`config.mk`:
```
export PLATFORM = sky130hd
export DESIGN_NAME = core_ram_io_seq
export DESIGN_NICKNAME = d
export VERILOG_FILES = /design/src/rtl/core_ram_io_seq.sv
export SDC_FILE = /design/constraint.sdc
export NUM_CORES = 1
export LEC_CHECK = 0
export ABC_AREA = 1
export CAP_MARGIN = 20
export CORE_AREA = 2 2 323 325
export DETAILED_ROUTE_END_ITERATION = 6
export DIE_AREA = 0 0 325 327
export PLACE_DENSITY = 0.47
export SKIP_LAST_GASP = 1
export SLEW_MARGIN = 10
export SYNTH_ARGS = -nofsm -noshare
export SYNTH_HDL_FRONTEND = slang
export SYNTH_SLANG_ARGS = --single-unit
export TNS_END_PERCENT = 30
```
`constraint.sdc`:
```
create_clock -name clk -period 3.27 [get_ports clk]
set_input_delay 0.4905 -clock clk [delete_from_list [all_inputs] [get_ports clk]]
set_output_delay 0.4905 -clock clk [all_outputs]
set_load 0.05 [all_outputs]
```
`src/rtl/core_ram_io_seq.sv`:
```
`default_nettype none
// ============================================================================
//  Module      : core_ram_io_seq
//  Description : Host-side load/readback sequencer for the pairing core's
//                wide operand RAM. Packs NUM_LANES host words into one RAM
//                line and writes it in a single cycle. Reads one line after
//                a fixed latency and streams it back lane by lane.
//  Ports       : clk, rst_n (sync, active-low)
//                s_cmd_*     command stream (op 0 = write, 1 = read, addr)
//                s_w*        write word stream, lane 0 first
//                m_r*        readback word stream with last flag
//                core_w*     core RAM write port (one-cycle wen pulse)
//                core_r*     core RAM read port
//                core_busy   core computation in progress
//  Options     : CORE_RAM_IO_BUSY_GUARD_EN - hold off commands and the RAM
//                write while core_busy is high (port is ignored otherwise)
//  Revision    : 1.0 - initial release
// ============================================================================
module core_ram_io_seq #(
   parameter int WORD_SIZE    = 16,
   parameter int NUM_LANES    = 24,
   parameter int ADDR_SIZE    = 8,
   parameter int READ_LATENCY = 2
) (
   input  logic                           clk,
   input  logic                           rst_n,
   input  logic                           s_cmd_valid,
   output logic                           s_cmd_ready,
   input  logic                           s_cmd_op,
   input  logic [ADDR_SIZE-1:0]           s_cmd_addr,
   input  logic                           s_wvalid,
   output logic                           s_wready,
   input  logic [WORD_SIZE-1:0]           s_wdata,
   output logic                           m_rvalid,
   input  logic                           m_rready,
   output logic [WORD_SIZE-1:0]           m_rdata,
   output logic                           m_rlast,
   output logic                           core_wen,
   output logic [ADDR_SIZE-1:0]           core_waddr,
   output logic [NUM_LANES*WORD_SIZE-1:0] core_wdata,
   output logic [ADDR_SIZE-1:0]           core_raddr,
   input  logic [NUM_LANES*WORD_SIZE-1:0] core_rdata,
   input  logic                           core_busy
);

   localparam int c_cnt_w  = (NUM_LANES > 1) ? $clog2(NUM_LANES) : 1;
   localparam int c_wait_w = $clog2(READ_LATENCY + 1);

   localparam logic [c_cnt_w-1:0]  c_last_lane = c_cnt_w'(NUM_LANES - 1);
   localparam logic [c_wait_w-1:0] c_read_lat  = c_wait_w'(READ_LATENCY);

   localparam logic [2:0] c_st_idle  = 3'd0;
   localparam logic [2:0] c_st_fill  = 3'd1;
   localparam logic [2:0] c_st_write = 3'd2;
   localparam logic [2:0] c_st_rwait = 3'd3;
   localparam logic [2:0] c_st_drain = 3'd4;

   logic [2:0]            r_state;
   logic [c_cnt_w-1:0]    r_cnt;
   logic [c_wait_w-1:0]   r_wait;
   logic [WORD_SIZE-1:0]  r_lane [NUM_LANES];
   logic [ADDR_SIZE-1:0]  r_waddr;
   logic [ADDR_SIZE-1:0]  r_raddr;
   // Low during reset and for the first edge after it, so s_cmd_ready
   // stays 0 while rst_n is asserted even though the state is already IDLE.
   logic                  r_out_en;

   logic w_busy_ok;
   logic w_cmd_fire;
   logic w_word_fire;
   logic w_rd_fire;
   logic w_last;

`ifdef CORE_RAM_IO_BUSY_GUARD_EN
   assign w_busy_ok = ~core_busy;
`else
   logic w_unused_busy;
   assign w_unused_busy = core_busy;
   assign w_busy_ok     = 1'b1;
`endif

   assign s_cmd_ready = r_out_en && (r_state == c_st_idle) && w_busy_ok;
   assign s_wready    = (r_state == c_st_fill);
   assign m_rvalid    = (r_state == c_st_drain);
   assign core_wen    = (r_state == c_st_write) && w_busy_ok;
   assign core_waddr  = r_waddr;
   assign core_raddr  = r_raddr;

   assign w_cmd_fire  = s_cmd_valid && s_cmd_ready;
   assign w_word_fire = s_wvalid && s_wready;
   assign w_rd_fire   = m_rvalid && m_rready;
   assign w_last      = (r_cnt == c_last_lane);

   // Outputs depend only on registered state, so they cannot change while
   // m_rvalid is high and m_rready is low.
   assign m_rlast = m_rvalid && w_last;
   assign m_rdata = m_rvalid ? r_lane[r_cnt] : '0;

   generate
      for (genvar gi = 0; gi < NUM_LANES; gi++) begin : g_pack
         assign core_wdata[gi*WORD_SIZE +: WORD_SIZE] = r_lane[gi];
      end
   endgenerate

   always_ff @(posedge clk) begin
      if (!rst_n) begin
         r_state  <= c_st_idle;
         r_cnt    <= '0;
         r_wait   <= '0;
         r_waddr  <= '0;
         r_raddr  <= '0;
         r_out_en <= 1'b0;
         for (int i = 0; i < NUM_LANES; i++) begin
            r_lane[i] <= '0;
         end
      end else begin
         r_out_en <= 1'b1;
         case (r_state)
            c_st_idle: begin
               if (w_cmd_fire) begin
                  if (s_cmd_op) begin
                     r_raddr <= s_cmd_addr;
                     r_wait  <= '0;
                     r_state <= c_st_rwait;
                  end else begin
                     r_waddr <= s_cmd_addr;
                     r_cnt   <= '0;
                     r_state <= c_st_fill;
                  end
               end
            end
            c_st_fill: begin
               if (w_word_fire) begin
                  r_lane[r_cnt] <= s_wdata;
                  if (w_last) begin
                     r_cnt   <= '0;
                     r_state <= c_st_write;
                  end else begin
                     r_cnt <= r_cnt + 1'b1;
                  end
               end
            end
            c_st_write: begin
               if (core_wen) begin
                  r_state <= c_st_idle;
               end
            end
            c_st_rwait: begin
               // Wait value k is seen in cycle k after raddr became valid,
               // so capture happens exactly READ_LATENCY cycles later.
               if (r_wait == c_read_lat) begin
                  for (int i = 0; i < NUM_LANES; i++) begin
                     r_lane[i] <= core_rdata[i*WORD_SIZE +: WORD_SIZE];
                  end
                  r_cnt   <= '0;
                  r_state <= c_st_drain;
               end else begin
                  r_wait <= r_wait + 1'b1;
               end
            end
            c_st_drain: begin
               if (w_rd_fire) begin
                  if (w_last) begin
                     r_cnt   <= '0;
                     r_state <= c_st_idle;
                  end else begin
                     r_cnt <= r_cnt + 1'b1;
                  end
               end
            end
            default: begin
               r_state <= c_st_idle;
            end
         endcase
      end
   end

endmodule
`default_nettype wire

```
After elaboration in Yosys (flattened, before gate mapping):

Memory sizes are Yosys's and may differ from the RTL's. A register that Yosys moved wholly into a read port is not among the register bits.
Cells that the tools add are included.

* bits in writable memories: 384
* memories kept: 1
* memory bits (read-only): 0
* word-level logic and storage cells: 122
* bits in latches: 0
* output and inout bits: 421
* register bits: 27
* input bits: 415

* reductions and logical operators: 14
* order comparisons: 0
* add/subtract/negate cells: 2
* eq/ne operators: 15
* div/mod/pow operators: 0
* shift operators: 0
* bitwise gates (word level): 25
* mux-type cells: 59
* $mul: 0

Memory list
* r_lane: words 24, width 16, read ports 25, clocked after Yosys merged registers in 1, wr ports 24, line 61 `logic [WORD_SIZE-1:0] r_lane [NUM_LANES];`

Operators by type and width (number)
* $mux 16: 26
* $mux 5: 9
* $or 1x1->1: 24
* $pmux 5 s4: 1
* $mux 3: 6
* $reduce_or 16->1: 1
* $pmux 3 s4: 1
* $reduce_and 6->1: 2
* $mux 1: 11
* $ne 2x2->1 const B: 5
* $mux 2: 4
* $ne 2x1->1 const B: 4
* $eq 3x2->1 const B: 2
* $reduce_and 3->1: 2
* $add 5x1->5 const B: 1
* $eq 5x5->1 const B: 1
* $logic_and 1x1->1: 5
* $pmux 2 s2: 1
* $reduce_and 4->1: 1
* $reduce_bool 4->1: 1
* $eq 3x1->1 const B: 1
* $eq 3x3->1 const B: 1
* $logic_not 3->1: 1
* $add 2x1->2 const B: 1
* other kinds (3): 3

Longest topological paths before layout:

* depth after elaboration: 8
* mapped depth: 13
* depth with buffers taken out: 10

Worst setup path after synthesis:

Ideal clock, no wire load.

* kind: register -> output
* start: reg r_state[0]
* end: out m_rdata[10]
* path slack: 0.656 ns
* path buffers: 1
* stages on the path, launching flop included: 7
* data arrival time: 2.124 ns
* cell sequence: dfxtp_1 nor2_1 nand2_1 clkinv_1 clkbuf_1 nand2_1 nor2_1

* cells in the longest elaborated chain, start to end: 2

Ends and longest elaborated chain
* start, declared: line 58 `logic [2:0] r_state;`
* start signal, assigned: line 107 `r_state <= c_st_idle;`
* start signal, assigned: line 124 `r_state <= c_st_rwait;`
* start signal, assigned: line 128 `r_state <= c_st_fill;`
* $eq 3x3->1: line 84 `assign m_rvalid = (r_state == c_st_drain);`
* net m_rvalid: line 34 `output logic m_rvalid,`
* $mux 16: line 97 `assign m_rdata = m_rvalid ? r_lane[r_cnt] : '0;`
* end, declared: line 36 `output logic [WORD_SIZE-1:0] m_rdata,`

The timed path passes the listed nets, and every way through them passes these cells.

==> results.md <==
* Cell row count at 118
* CTS tree: done
* Number of routed nets with antenna violations at 0
* Fillers at 10,500
* Comb pwr share at 28.5%
* Post-route setup TNS at 0 ps
* Slowest CP cell: dfxtp_4
* Post-place setup slack at 446 ps
* Vias in the first global route at 25,800
* Detailed Routing Iterations Pass 1 at 5
* Final Max Tran Viols at 0
* Vias per std cell at 5.21
* Fin util at 39.0%
* Bufs on Longest Clock Path at 3
* Final Instance Area at 0.0401 mm2
* Clock Skew at 24.6 ps
* Pint at 14.1 mW
* DR iter-0 viols at 2,902
* Reg clk slew, reported paths at 60 ps
* Status: finished, final reports clean
* FF+latch count, synth at 544
* DIE HEIGHT at 327 um
* Power, Total at 21.9 mW
* Req. time, crit path at 2780 ps
* Cell count after synthesis at 2,953
* Nets at 4,151
* WL/cell at 29.7 um
* Sw power at 7.77 mW
* Inst Count DP at 5,026
* Post-synthesis sequential area ratio at 59.3%
* HP Class: input pin to flop
* Final-report hold violation count at 0
* Relative slew margins at 40.6%
* Core Region at 0.103 mm2
* Hold_ws at 223 ps
* Clk pwr share at 34.4%
* Routability Congestion at 0.876
* Distinct cells, synth at 32
* Hpwl dp at 109,000 um
* Critical path's largest stage delay at 350 ps
* Crit-path cells: buf_12 > inv_16 > buf_16 > buf_4 > nand2_1 > nand3_1 > nand3_1 > nand2_1 > nand2_1 > nand3_1 > nand2_1 > nor2_2 > buf_12
* Tmin final at 3260 ps
* Final setup viols at 0
* GR Overflow Total at 0
* Die Width at 325 um
* Worst-margin pin slew at 888 ps
* First-pass GRT wire length at 207,000 um
* Worst skew pair latency at 640 ps
* Synth-to-Final Area Change at 48.4%
* Total wire length at 154,000 um
* Crit path top cell by count: nand2_1
* Layout cells sized above 1 at 9.15%
* Yosys warns at 0
* CP arrival at 2770 ps
* Post-Syn Area per Cell at 9.15 um2
* I/O pin cnt at 836
* Cell Area, Synth at 0.0270 mm2
* Dpl cell area at 0.0374 mm2
* H-tree levels at 3
* Initial cell density of the core at 26.2%
* Die area at 0.106 mm2
* Clk root buf: clkbuf_16
* Cell Pwr Density at 546 mW/mm2
* Critical-path maximum fanout at 15
* Num CTS Buffers at 70
* Largest net degree at the start of global routing at 140
* CTS Sinks at 544
* Synth Net Count at 3,373
* Fin crit share at 99.6%
* Max-cap violations at 0
* Largest vdd supply drop at 306 uV
* Max Clk Rate at 0.307 GHz
* Initial antenna violation count at 17
* Crit Path Class: flop to primary output
* Total track usage at 27.5%
* Worst Setup Slack, final at 13.9 ps
* Sequential power share at 37.0%
* RSZ-0062 raised after global routing: true
* Final Non-Filler Cells at 5,172
* CP Launch Type: flop
* Routed vias at 26,900
* DRC Markers at 0
* Leakage at 14.6 nW
* Crit end category: primary output
* PortBufs at 834
* Sw Ratio at 35.5%
-- per-layer routing --
| layer | global-route usage (%) | vias up | wire (um) |
|---|---|---|---|
| met4 | 9.79 | 8 | 4960 |
| met2 | 45.1 | 1299 | 72800 |
| li1 | - | 12000 | - |
| met5 | 0 | - | 51 |
| met1 | 35.5 | 13400 | 63400 |
| met3 | 6.47 | 209 | 12600 |
-- critical path, delay by kind of cell, from the launching register on --
kind | cells | cell delay (ps)
buffers and inverters | 5 | 830
AND/OR/NAND/NOR | 8 | 920
flip-flops | 1 | 350
-- cell usage after synthesis (all sizes together) --
cell / number / share of area, %
a21oi: 9 / 0.17
buf: 130 / 2.3
clkbuf: 130 / 1.8
clkinv: 1 / 0.014
dfxtp: 32 / 2.4
edfxtp: 512 / 57
ha: 5 / 0.23
inv: 51 / 0.73
nand2: 683 / 9.7
nand3: 737 / 14
nand4: 7 / 0.43
nor2: 193 / 2.8
nor3: 3 / 0.074
o21ai: 459 / 8.6
xor2: 1 / 0.032
-- flip-flops by register name, summed over array words and instances, names as in the netlist, named ones only --
signal      flops
core_raddr      8
core_waddr      8
r_cnt           5
r_lane        512
r_out_en        1
r_state         3
r_wait          2
-- timing repair --
action	CTS	global route
hold buffers	0	0
resized for setup	29	33
hold endpoints to repair	0	0
buffers inserted	4	0
gates cloned	5	4
endpoints found under the setup margin	16	16
pin swaps	0	1
-- power groups by stage --
| stage | Clock (mW) | Sequential [mW] | Combinational, mW |
|---|---|---|---|
| floorplan | 0 | 8.93 | 2.26 |
| global placement | 0 | 8.25 | 5.84 |
| detailed placement | 0 | 8.25 | 5.82 |
| CTS | 7.66 | 8.10 | 6.10 |
| global route | 7.90 | 8.13 | 6.59 |
| finish | 7.54 | 8.11 | 6.24 |
-- cell families after synthesis --
| kind of cell | after synthesis | synth area share [%] |
|---|---|---|
| xor+xnor | 1 | 0.0324 |
| fa+ha+maj | 5 | 0.232 |
| simple gates | 1623 | 26.8 |
| compound gates | 468 | 8.80 |
| buf+inv | 312 | 4.86 |
| flops | 544 | 59.3 |
-- worst paths after layout --
kind         startpoint            end  slack [ps]  cells past startpoint
max                flop    m_rdata[14]          10                     13
min               rst_n      r_wait[0]         220                      3
max reg2reg    r_cnt[0]  r_lane[23][1]         830                      7
min reg2reg   r_wait[1]      r_wait[1]         470                      2
-- placed cells by master, fill, tap and decap left out, types with 3 or more instances in the layout --
master | netlist | final
clkbuf_1 | 130 | 14
nor2_2 | 2 | 15
clkinv_2 | 0 | 9
buf_4 | 10 | 91
edfxtp_1 | 512 | 512
buf_16 | 0 | 8
ha_1 | 5 | 5
nand2_1 | 674 | 665
o21ai_0 | 329 | 324
buf_12 | 1 | 41
nand2_2 | 2 | 11
inv_6 | 1 | 5
o21ai_2 | 9 | 9
a21oi_1 | 9 | 9
nand3_1 | 731 | 715
o21ai_1 | 121 | 126
dfxtp_1 | 32 | 29
clkdlybuf4s50_1 | 0 | 816
bufinv_16 | 0 | 3
inv_16 | 0 | 3
clkinv_1 | 1 | 18
nor2_1 | 188 | 172
inv_2 | 4 | 19
nand2_4 | 7 | 7
inv_1 | 46 | 28
nor2_4 | 3 | 6
nand3_2 | 5 | 21
nand4_4 | 4 | 4
clkbuf_16 | 0 | 75
diode_2 | 0 | 10
-- cell type report --
| cell class | instances | area, um2 | share of cell area [%] |
|---|---|---|---|
| clock buffers | 86 | 1840 | 4.60 |
| repair inverters | 1 | 8.76 | 0.0218 |
| multi-input cells | 2097 | 9850 | 24.6 |
| flip-flops and latches | 544 | 16000 | 40.0 |
| diodes | 10 | 25.0 | 0.0624 |
| inverters | 52 | 224 | 0.559 |
| clock inverters | 37 | 304 | 0.758 |
| repair buffers | 965 | 10100 | 25.2 |
| well taps | 1380 | 1730 | 4.31 |
No activity file was read; power rests on OpenSTA's default activity.
